==> src/rtl/multicycle_datapath.sv <==
// Multicycle MIPS-subset datapath: one shared memory port, one ALU, and a
// controller FSM sequencing each instruction over 3-5 active cycles.
module multicycle_datapath #(
    parameter int               WIDTH    = 32,
    parameter int               NREGS    = 32,
    parameter logic [WIDTH-1:0] RESET_PC = '0
) (
    input  logic             CLK,
    input  logic             reset,
    output logic             mem_req,
    output logic             mem_we,
    output logic [WIDTH-1:0] mem_addr,
    output logic [WIDTH-1:0] mem_wdata,
    input  logic [WIDTH-1:0] mem_rdata,
    input  logic             mem_ready,
    output logic [WIDTH-1:0] pc,
    output logic             retire,
    output logic             illegal
);
    localparam int RB = $clog2(NREGS);

    localparam logic [5:0] OP_RTYPE = 6'h00, OP_J = 6'h02, OP_BEQ = 6'h04,
                           OP_ADDI  = 6'h08, OP_LW = 6'h23, OP_SW = 6'h2B;
    localparam logic [5:0] FN_ADD = 6'h20, FN_SUB = 6'h22, FN_AND = 6'h24,
                           FN_OR  = 6'h25, FN_SLT = 6'h2A;

    typedef enum logic [3:0] {
        S_START, S_FETCH, S_DECODE, S_MEMADR, S_MEMRD, S_MEMWB, S_MEMWR,
        S_EXEC, S_ALUWB, S_ADDIEX, S_ADDIWB, S_BRANCH, S_JUMP
    } state_t;

    state_t           state_reg;
    logic [WIDTH-1:0] pc_reg, a_reg, b_reg, alu_out_reg, mdr_reg;
    logic [31:0]      ir_reg;
    logic [WIDTH-1:0] rf_reg [NREGS];

    logic [5:0]       opcode, funct;
    logic [RB-1:0]    rs, rt, rd;
    logic [WIDTH-1:0] sign_imm, jump_target;
    logic [WIDTH-1:0] alu_a, alu_b, alu_y;
    logic             funct_ok;
    logic             wr_en;
    logic [RB-1:0]    wr_idx;
    logic [WIDTH-1:0] wr_data;
    logic             unused_bits;

    assign opcode   = ir_reg[31:26];
    assign funct    = ir_reg[5:0];
    assign rs       = ir_reg[21 +: RB];
    assign rt       = ir_reg[16 +: RB];
    assign rd       = ir_reg[11 +: RB];
    assign sign_imm = WIDTH'($signed(ir_reg[15:0]));
    assign funct_ok = (funct == FN_ADD) || (funct == FN_SUB) || (funct == FN_AND) ||
                      (funct == FN_OR)  || (funct == FN_SLT);
    assign unused_bits = ^{ir_reg, mem_rdata};

    // Jump keeps the upper PC bits above bit 28 only when the datapath has them.
    generate
        if (WIDTH > 28) begin : g_jump_wide
            assign jump_target = {pc_reg[WIDTH-1:28], ir_reg[25:0], 2'b00};
        end else begin : g_jump_narrow
            logic [27:0] jump_low;
            assign jump_low    = {ir_reg[25:0], 2'b00};
            assign jump_target = jump_low[WIDTH-1:0];
        end
    endgenerate

    // The single shared ALU: operand selection depends on the controller state.
    always_comb begin
        alu_a = pc_reg;
        alu_b = WIDTH'(4);
        alu_y = '0;
        case (state_reg)
            S_DECODE:           alu_b = sign_imm << 2;
            S_MEMADR, S_ADDIEX: begin alu_a = a_reg; alu_b = sign_imm; end
            S_EXEC:             begin alu_a = a_reg; alu_b = b_reg; end
            default: ;
        endcase
        if (state_reg == S_EXEC) begin
            case (funct)
                FN_SUB:  alu_y = alu_a - alu_b;
                FN_AND:  alu_y = alu_a & alu_b;
                FN_OR:   alu_y = alu_a | alu_b;
                FN_SLT:  alu_y = WIDTH'($signed(alu_a) < $signed(alu_b));
                default: alu_y = alu_a + alu_b;
            endcase
        end else begin
            alu_y = alu_a + alu_b;
        end
    end

    always_ff @(posedge CLK or negedge reset) begin
        if (!reset) begin
            state_reg   <= S_START;
            pc_reg      <= RESET_PC;
            ir_reg      <= '0;
            a_reg       <= '0;
            b_reg       <= '0;
            alu_out_reg <= '0;
            mdr_reg     <= '0;
        end else begin
            case (state_reg)
                S_START: state_reg <= S_FETCH;
                S_FETCH: if (mem_ready) begin
                    ir_reg    <= 32'(mem_rdata);
                    pc_reg    <= alu_y;
                    state_reg <= S_DECODE;
                end
                S_DECODE: begin
                    a_reg       <= rf_reg[rs];
                    b_reg       <= rf_reg[rt];
                    alu_out_reg <= alu_y;
                    case (opcode)
                        OP_LW, OP_SW: state_reg <= S_MEMADR;
                        OP_RTYPE:     state_reg <= funct_ok ? S_EXEC : S_FETCH;
                        OP_BEQ:       state_reg <= S_BRANCH;
                        OP_ADDI:      state_reg <= S_ADDIEX;
                        OP_J:         state_reg <= S_JUMP;
                        default:      state_reg <= S_FETCH;
                    endcase
                end
                S_MEMADR: begin
                    alu_out_reg <= alu_y;
                    state_reg   <= (opcode == OP_LW) ? S_MEMRD : S_MEMWR;
                end
                S_MEMRD: if (mem_ready) begin
                    mdr_reg   <= mem_rdata;
                    state_reg <= S_MEMWB;
                end
                S_MEMWR: if (mem_ready) state_reg <= S_FETCH;
                S_EXEC, S_ADDIEX: begin
                    alu_out_reg <= alu_y;
                    state_reg   <= (state_reg == S_EXEC) ? S_ALUWB : S_ADDIWB;
                end
                S_BRANCH: begin
                    if (a_reg == b_reg) pc_reg <= alu_out_reg;
                    state_reg <= S_FETCH;
                end
                S_JUMP: begin
                    pc_reg    <= jump_target;
                    state_reg <= S_FETCH;
                end
                default: state_reg <= S_FETCH;
            endcase
        end
    end

    always_comb begin
        wr_en   = (state_reg == S_MEMWB) || (state_reg == S_ALUWB) || (state_reg == S_ADDIWB);
        wr_idx  = (state_reg == S_ALUWB) ? rd : rt;
        wr_data = (state_reg == S_MEMWB) ? mdr_reg : alu_out_reg;
    end

    // Entry 0 is never written, so it always reads back as zero.
    always_ff @(posedge CLK or negedge reset) begin
        if (!reset) begin
            for (int i = 0; i < NREGS; i++) rf_reg[i] <= '0;
        end else if (wr_en && (wr_idx != '0)) begin
            rf_reg[wr_idx] <= wr_data;
        end
    end

    always_comb begin
        mem_req   = (state_reg == S_FETCH) || (state_reg == S_MEMRD) || (state_reg == S_MEMWR);
        mem_we    = (state_reg == S_MEMWR);
        mem_addr  = (state_reg == S_FETCH) ? pc_reg :
                    (state_reg == S_MEMRD || state_reg == S_MEMWR) ? alu_out_reg : '0;
        mem_wdata = (state_reg == S_MEMWR) ? b_reg : '0;
        retire    = (state_reg == S_MEMWB) || (state_reg == S_ALUWB) ||
                    (state_reg == S_ADDIWB) || (state_reg == S_BRANCH) ||
                    (state_reg == S_JUMP) || ((state_reg == S_MEMWR) && mem_ready);
        illegal   = (state_reg == S_DECODE) &&
                    !((opcode == OP_RTYPE && funct_ok) || opcode == OP_LW || opcode == OP_SW ||
                      opcode == OP_BEQ || opcode == OP_ADDI || opcode == OP_J);
        pc        = pc_reg;
    end
endmodule

==> config.mk <==
export PLATFORM = sky130hd
export DESIGN_NAME = multicycle_datapath
export DESIGN_NICKNAME = d
export VERILOG_FILES = /design/src/rtl/multicycle_datapath.sv
export SDC_FILE = /design/constraint.sdc
export NUM_CORES = 2
export LEC_CHECK = 0
export CORE_MARGIN = 2
export CORE_UTILIZATION = 48
export DETAILED_ROUTE_END_ITERATION = 7
export PLACE_DENSITY = 0.65
export SYNTH_ARGS = -nofsm -noshare
export SYNTH_HDL_FRONTEND = slang
export SYNTH_SLANG_ARGS = --single-unit
==> constraint.sdc <==
create_clock -name CLK -period 5.4 [get_ports CLK]
set_clock_uncertainty 0.2 [all_clocks]
set_input_delay 0.81 -clock CLK [delete_from_list [all_inputs] [get_ports CLK]]
set_output_delay 0.81 -clock CLK [all_outputs]
set_load 0.01 [all_outputs]
==> summary.md <==
| Metric | Value |
|---|---|
| Status | completed |
| Vias | 51003 |
| Initial antenna violation count | 2 |
| Hpwl dp | roughly 140000 um |
| TritonRoute pass-1 iters | 8 |
| Total global-route track usage | 32.5% |
| Met2 usage | between 50% and 60% |
| Post-synthesis sequential area ratio | 45.6% |
| Crit path arrival time | approximately 5600 ps |
| Clock Path Buffers | 3 |
| Final period util | 95.3% |
| Vias/cell | 6.49 |
| CTS Buf Count | 132 |
| Core footprint | between 0.1 and 0.15 mm2 |
| # fillers | 11811 |
| Max-slew violation count | 0 |
| Port Buffers | approximately 130 |
| CTS Root Cell | clkbuf_16 |
| Library cells used by synthesis | approximately 110 |
| H-tree levels | 4 |
| Post-synth ARST share | 100% |
| Layout cell share with drive strength beyond 1 | a little over a fifth |
| Hold Vio Cnt, Final | 0 |
| Average wire per standard cell | 29.0 um |
| Iteration-0 DRC Markers | 6290 |
| Hold WC Path Type | reg -> reg |
| Cell Pwr Density | between 600 and 700 mW/mm2 |
| Syn nets | 6165 |
| Residual DRC | 0 |
| Number of synthesized flops with an enable pin | 0 |
| Synth Flop Type | dfrtp_1 |
| Max-cap violations | 0 |
| Pin count of the biggest net entering global routing | 133 |
| Least-Margin Pin Slew | 1250 ps |
| Synth Area per Inst | 11.1 um2 |
| Area Overhead vs Synth | 11.7% |
| GR Layer Usage met1 | between 40% and 50% |
| Crit Path Class | reg -> reg |
| First-pass GRT wire length | 339000 um |
| Minimum clock period after layout | 5150 ps |
| Overflow after GRT | 0 |
| Final number of setup-violating endpoints | 0 |
| GRT busiest layer | met2 |
| M3 GR Usage | between 6 and 7% |
| Syn. warnings | 0 |
| Critical Path Max Stage Delay | 580 ps |
| Req. time, crit path | slightly below 6000 ps |
| IO Pins | around 140 |
| Die Ht | 377 um |
| Place WS | -30.0 ps |
| Headroom to the max-slew limit | about 16% |
| Antenna fix cells | 0 |
| Die footprint | about 0.14 mm2 |
| Crit path cell chain | buf_4 -> nand2b_1 -> nor2_2 -> buf_4 -> a222oi_1 -> ha_1 -> nor2_1 -> o2111a_1 -> o21ai_0 -> nor2_1 -> nor2_2 -> o311ai_1 -> a21oi_1 -> a221oi_2 -> o211ai_1 -> o21a_1 |
| Peak supply drop | 0.503 mV |
| Setup ws final | approximately 250 ps |
| Antenna-violating nets left | 0 |
| Placed insts | 7616 |
| Clk slew on worst S/H paths | ~60 ps |
| Fmax | between 150 and 200 MHz |
| Seq cells post-synth | 1220 |
| Final net count | around 6000 |
| Vias in the first global route | around 50000 |
| Final hold slack | between 150 and 200 ps |
| Power Total | between 40000 and 50000 uW |
| Setup crit end kind | flop |
| Crit path max fanout | 24 |
| Cells after synthesis | approximately 6000 |
| Die Width | 377 um |
| Core Rows | 137 |
| Clk_lat worst skew | 780 ps |
| Cell with the largest stage delay on the worst path | a222oi_1 |
| DRT Wirelength | 228000 um |
| Non-filler cells, final | 7854 |
| Max reg flops | 1024 |
| Mapped Area | about 0.067 mm2 |
| Worst setup SP type | flop |
| Placer Congestion | 0.965 |
| RSZ-0062 raised after global routing | false |
| Setup TNS | 0 ps |
| Leak | approximately 0.032 uW |
| Initial Util | 48.1% |
| CTS sink cnt | around 1200 |
| CTS tree | yes |
==> per-layer routing <==
metal	up-vias	share of wire (%)
met4	2	4.3
met5	-	0.0048
li1	21663	-
met1	26110	40
met3	543	9.4
met2	2685	46
==> through the flow <==
stage | utilization [%] | cell area, um2
2_1_floorplan | - | 66900
6_report | 53.8 | 74800
5_1_grt | 53.8 | 74800
3_5_place_dp | 50.5 | 70200
3_3_place_gp | 50.5 | 70200
4_1_cts | 53.8 | 74800
==> cell type report <==
type / instances / area [um2] / share of cell area, %
clock buffers: 188 / 3910 / 5.23
clock inverters: 49 / 633 / 0.847
inverters: 103 / 387 / 0.517
multi-input cells: 4115 / 33900 / 45.3
flip-flops and latches: 1220 / 30600 / 40.9
well taps: 1876 / 2350 / 3.14
repair buffers: 303 / 3040 / 4.06
==> cells by family (layout without fill, tap and decap cells) <==
| kind of cell | after synthesis | in the layout | share of synthesized area (%) |
|---|---|---|---|
| and+or+nand+nor | 1571 | 1571 | 9.71 |
| muxes | 813 | 813 | 24.3 |
| DFF | 1220 | 1220 | 45.6 |
| buffers and inverters | 697 | 643 | 4.33 |
| xor gates and xnor gates | 38 | 38 | 0.497 |
| AOI/OAI and AO/OA | 1594 | 1594 | 13.7 |
| adders and majority gates | 99 | 99 | 1.87 |
==> cells in the final DEF (no fill, tap or decap), types with 21 or more instances in the layout <==
cell / netlist / final
a21oi_1: 586 / 586
o211ai_1: 29 / 29
ha_1: 96 / 96
buf_4: 3 / 135
a22o_1: 40 / 40
mux2_2: 99 / 99
mux2i_2: 0 / 32
nand2_1: 725 / 709
o21ai_0: 625 / 625
mux4_2: 640 / 640
dfrtp_1: 1220 / 1209
nor2_1: 617 / 616
buf_12: 0 / 34
clkbuf_16: 0 / 134
and3_1: 37 / 37
inv_1: 100 / 100
o21ai_1: 31 / 30
nand3_1: 25 / 24
a22oi_1: 27 / 27
a31oi_1: 58 / 58
clkinv_2: 0 / 21
xor2_1: 33 / 33
clkbuf_8: 8 / 35
clkdlybuf4s50_1: 0 / 133
nor3_1: 27 / 25
mux2i_1: 74 / 42
==> worst max-delay path, delay by kind of cell (launching register included) <==
kind                     cells  cell delay, ps
AO/OA/AOI/OAI                8            2240
adder cells (fa/ha/maj)      1             440
buffers and inverters        2             460
flip-flops                   1             490
AND/OR/NAND/NOR              5            1190
==> report_power, final <==
part | total, uW | switching, uW | internal [uW] | leakage (uW)
Combinational | 24200 | 13800 | 10500 | 0.0133
Sequential | 15700 | 3650 | 12100 | 0.0163
Clock | 9540 | 3910 | 5630 | 0.00225
==> synthesized netlist by cell type (all sizes together) (27+ instances only) <==
cell | count | area share, %
a21oi | 588 | 4.4
a22o | 40 | 0.52
a22oi | 28 | 0.32
a31oi | 65 | 0.70
and3 | 37 | 0.35
buf | 172 | 1.3
clkbuf | 422 | 2.5
dfrtp | 1220 | 46
ha | 96 | 1.8
inv | 102 | 0.57
mux2 | 99 | 1.7
mux2i | 74 | 1.1
mux4 | 640 | 22
nand2 | 727 | 4.1
nand3 | 27 | 0.22
nor2 | 632 | 3.6
nor3 | 33 | 0.29
o211ai | 32 | 0.38
o21ai | 658 | 4.9
xor2 | 33 | 0.43
==> path summary, 6_finish.rpt <==
path,from,end,slack [ps],cells past startpoint
worst min-delay path,rf_reg[1023]$_DFFE_PN0P_,rf_reg[1023]$_DFFE_PN0P_,190,0
worst max-delay path,state_reg[2]$_DFFE_PN0P_,pc[15]$_DFFE_PN0P_,250,16
min in group asynchronous,reset,rf_reg[645]$_DFFE_PN0P_,460,2
worst max register to register,state_reg[2]$_DFFE_PN0P_,pc[15]$_DFFE_PN0P_,250,16
worst min register to register,rf_reg[1023]$_DFFE_PN0P_,rf_reg[1023]$_DFFE_PN0P_,190,0
max in group asynchronous,reset,ir_reg[18]$_DFFE_PN0P_,3120,3
==> what timing repair did <==
item,CTS,global route
setup endpoints to repair,3,3
resized for setup,1,1
endpoints found under the hold margin,115,0
buffers inserted,0,0
hold buffers,1,0
cloned,0,0
pin swaps,0,0
(Power assumes the default switching activity.)
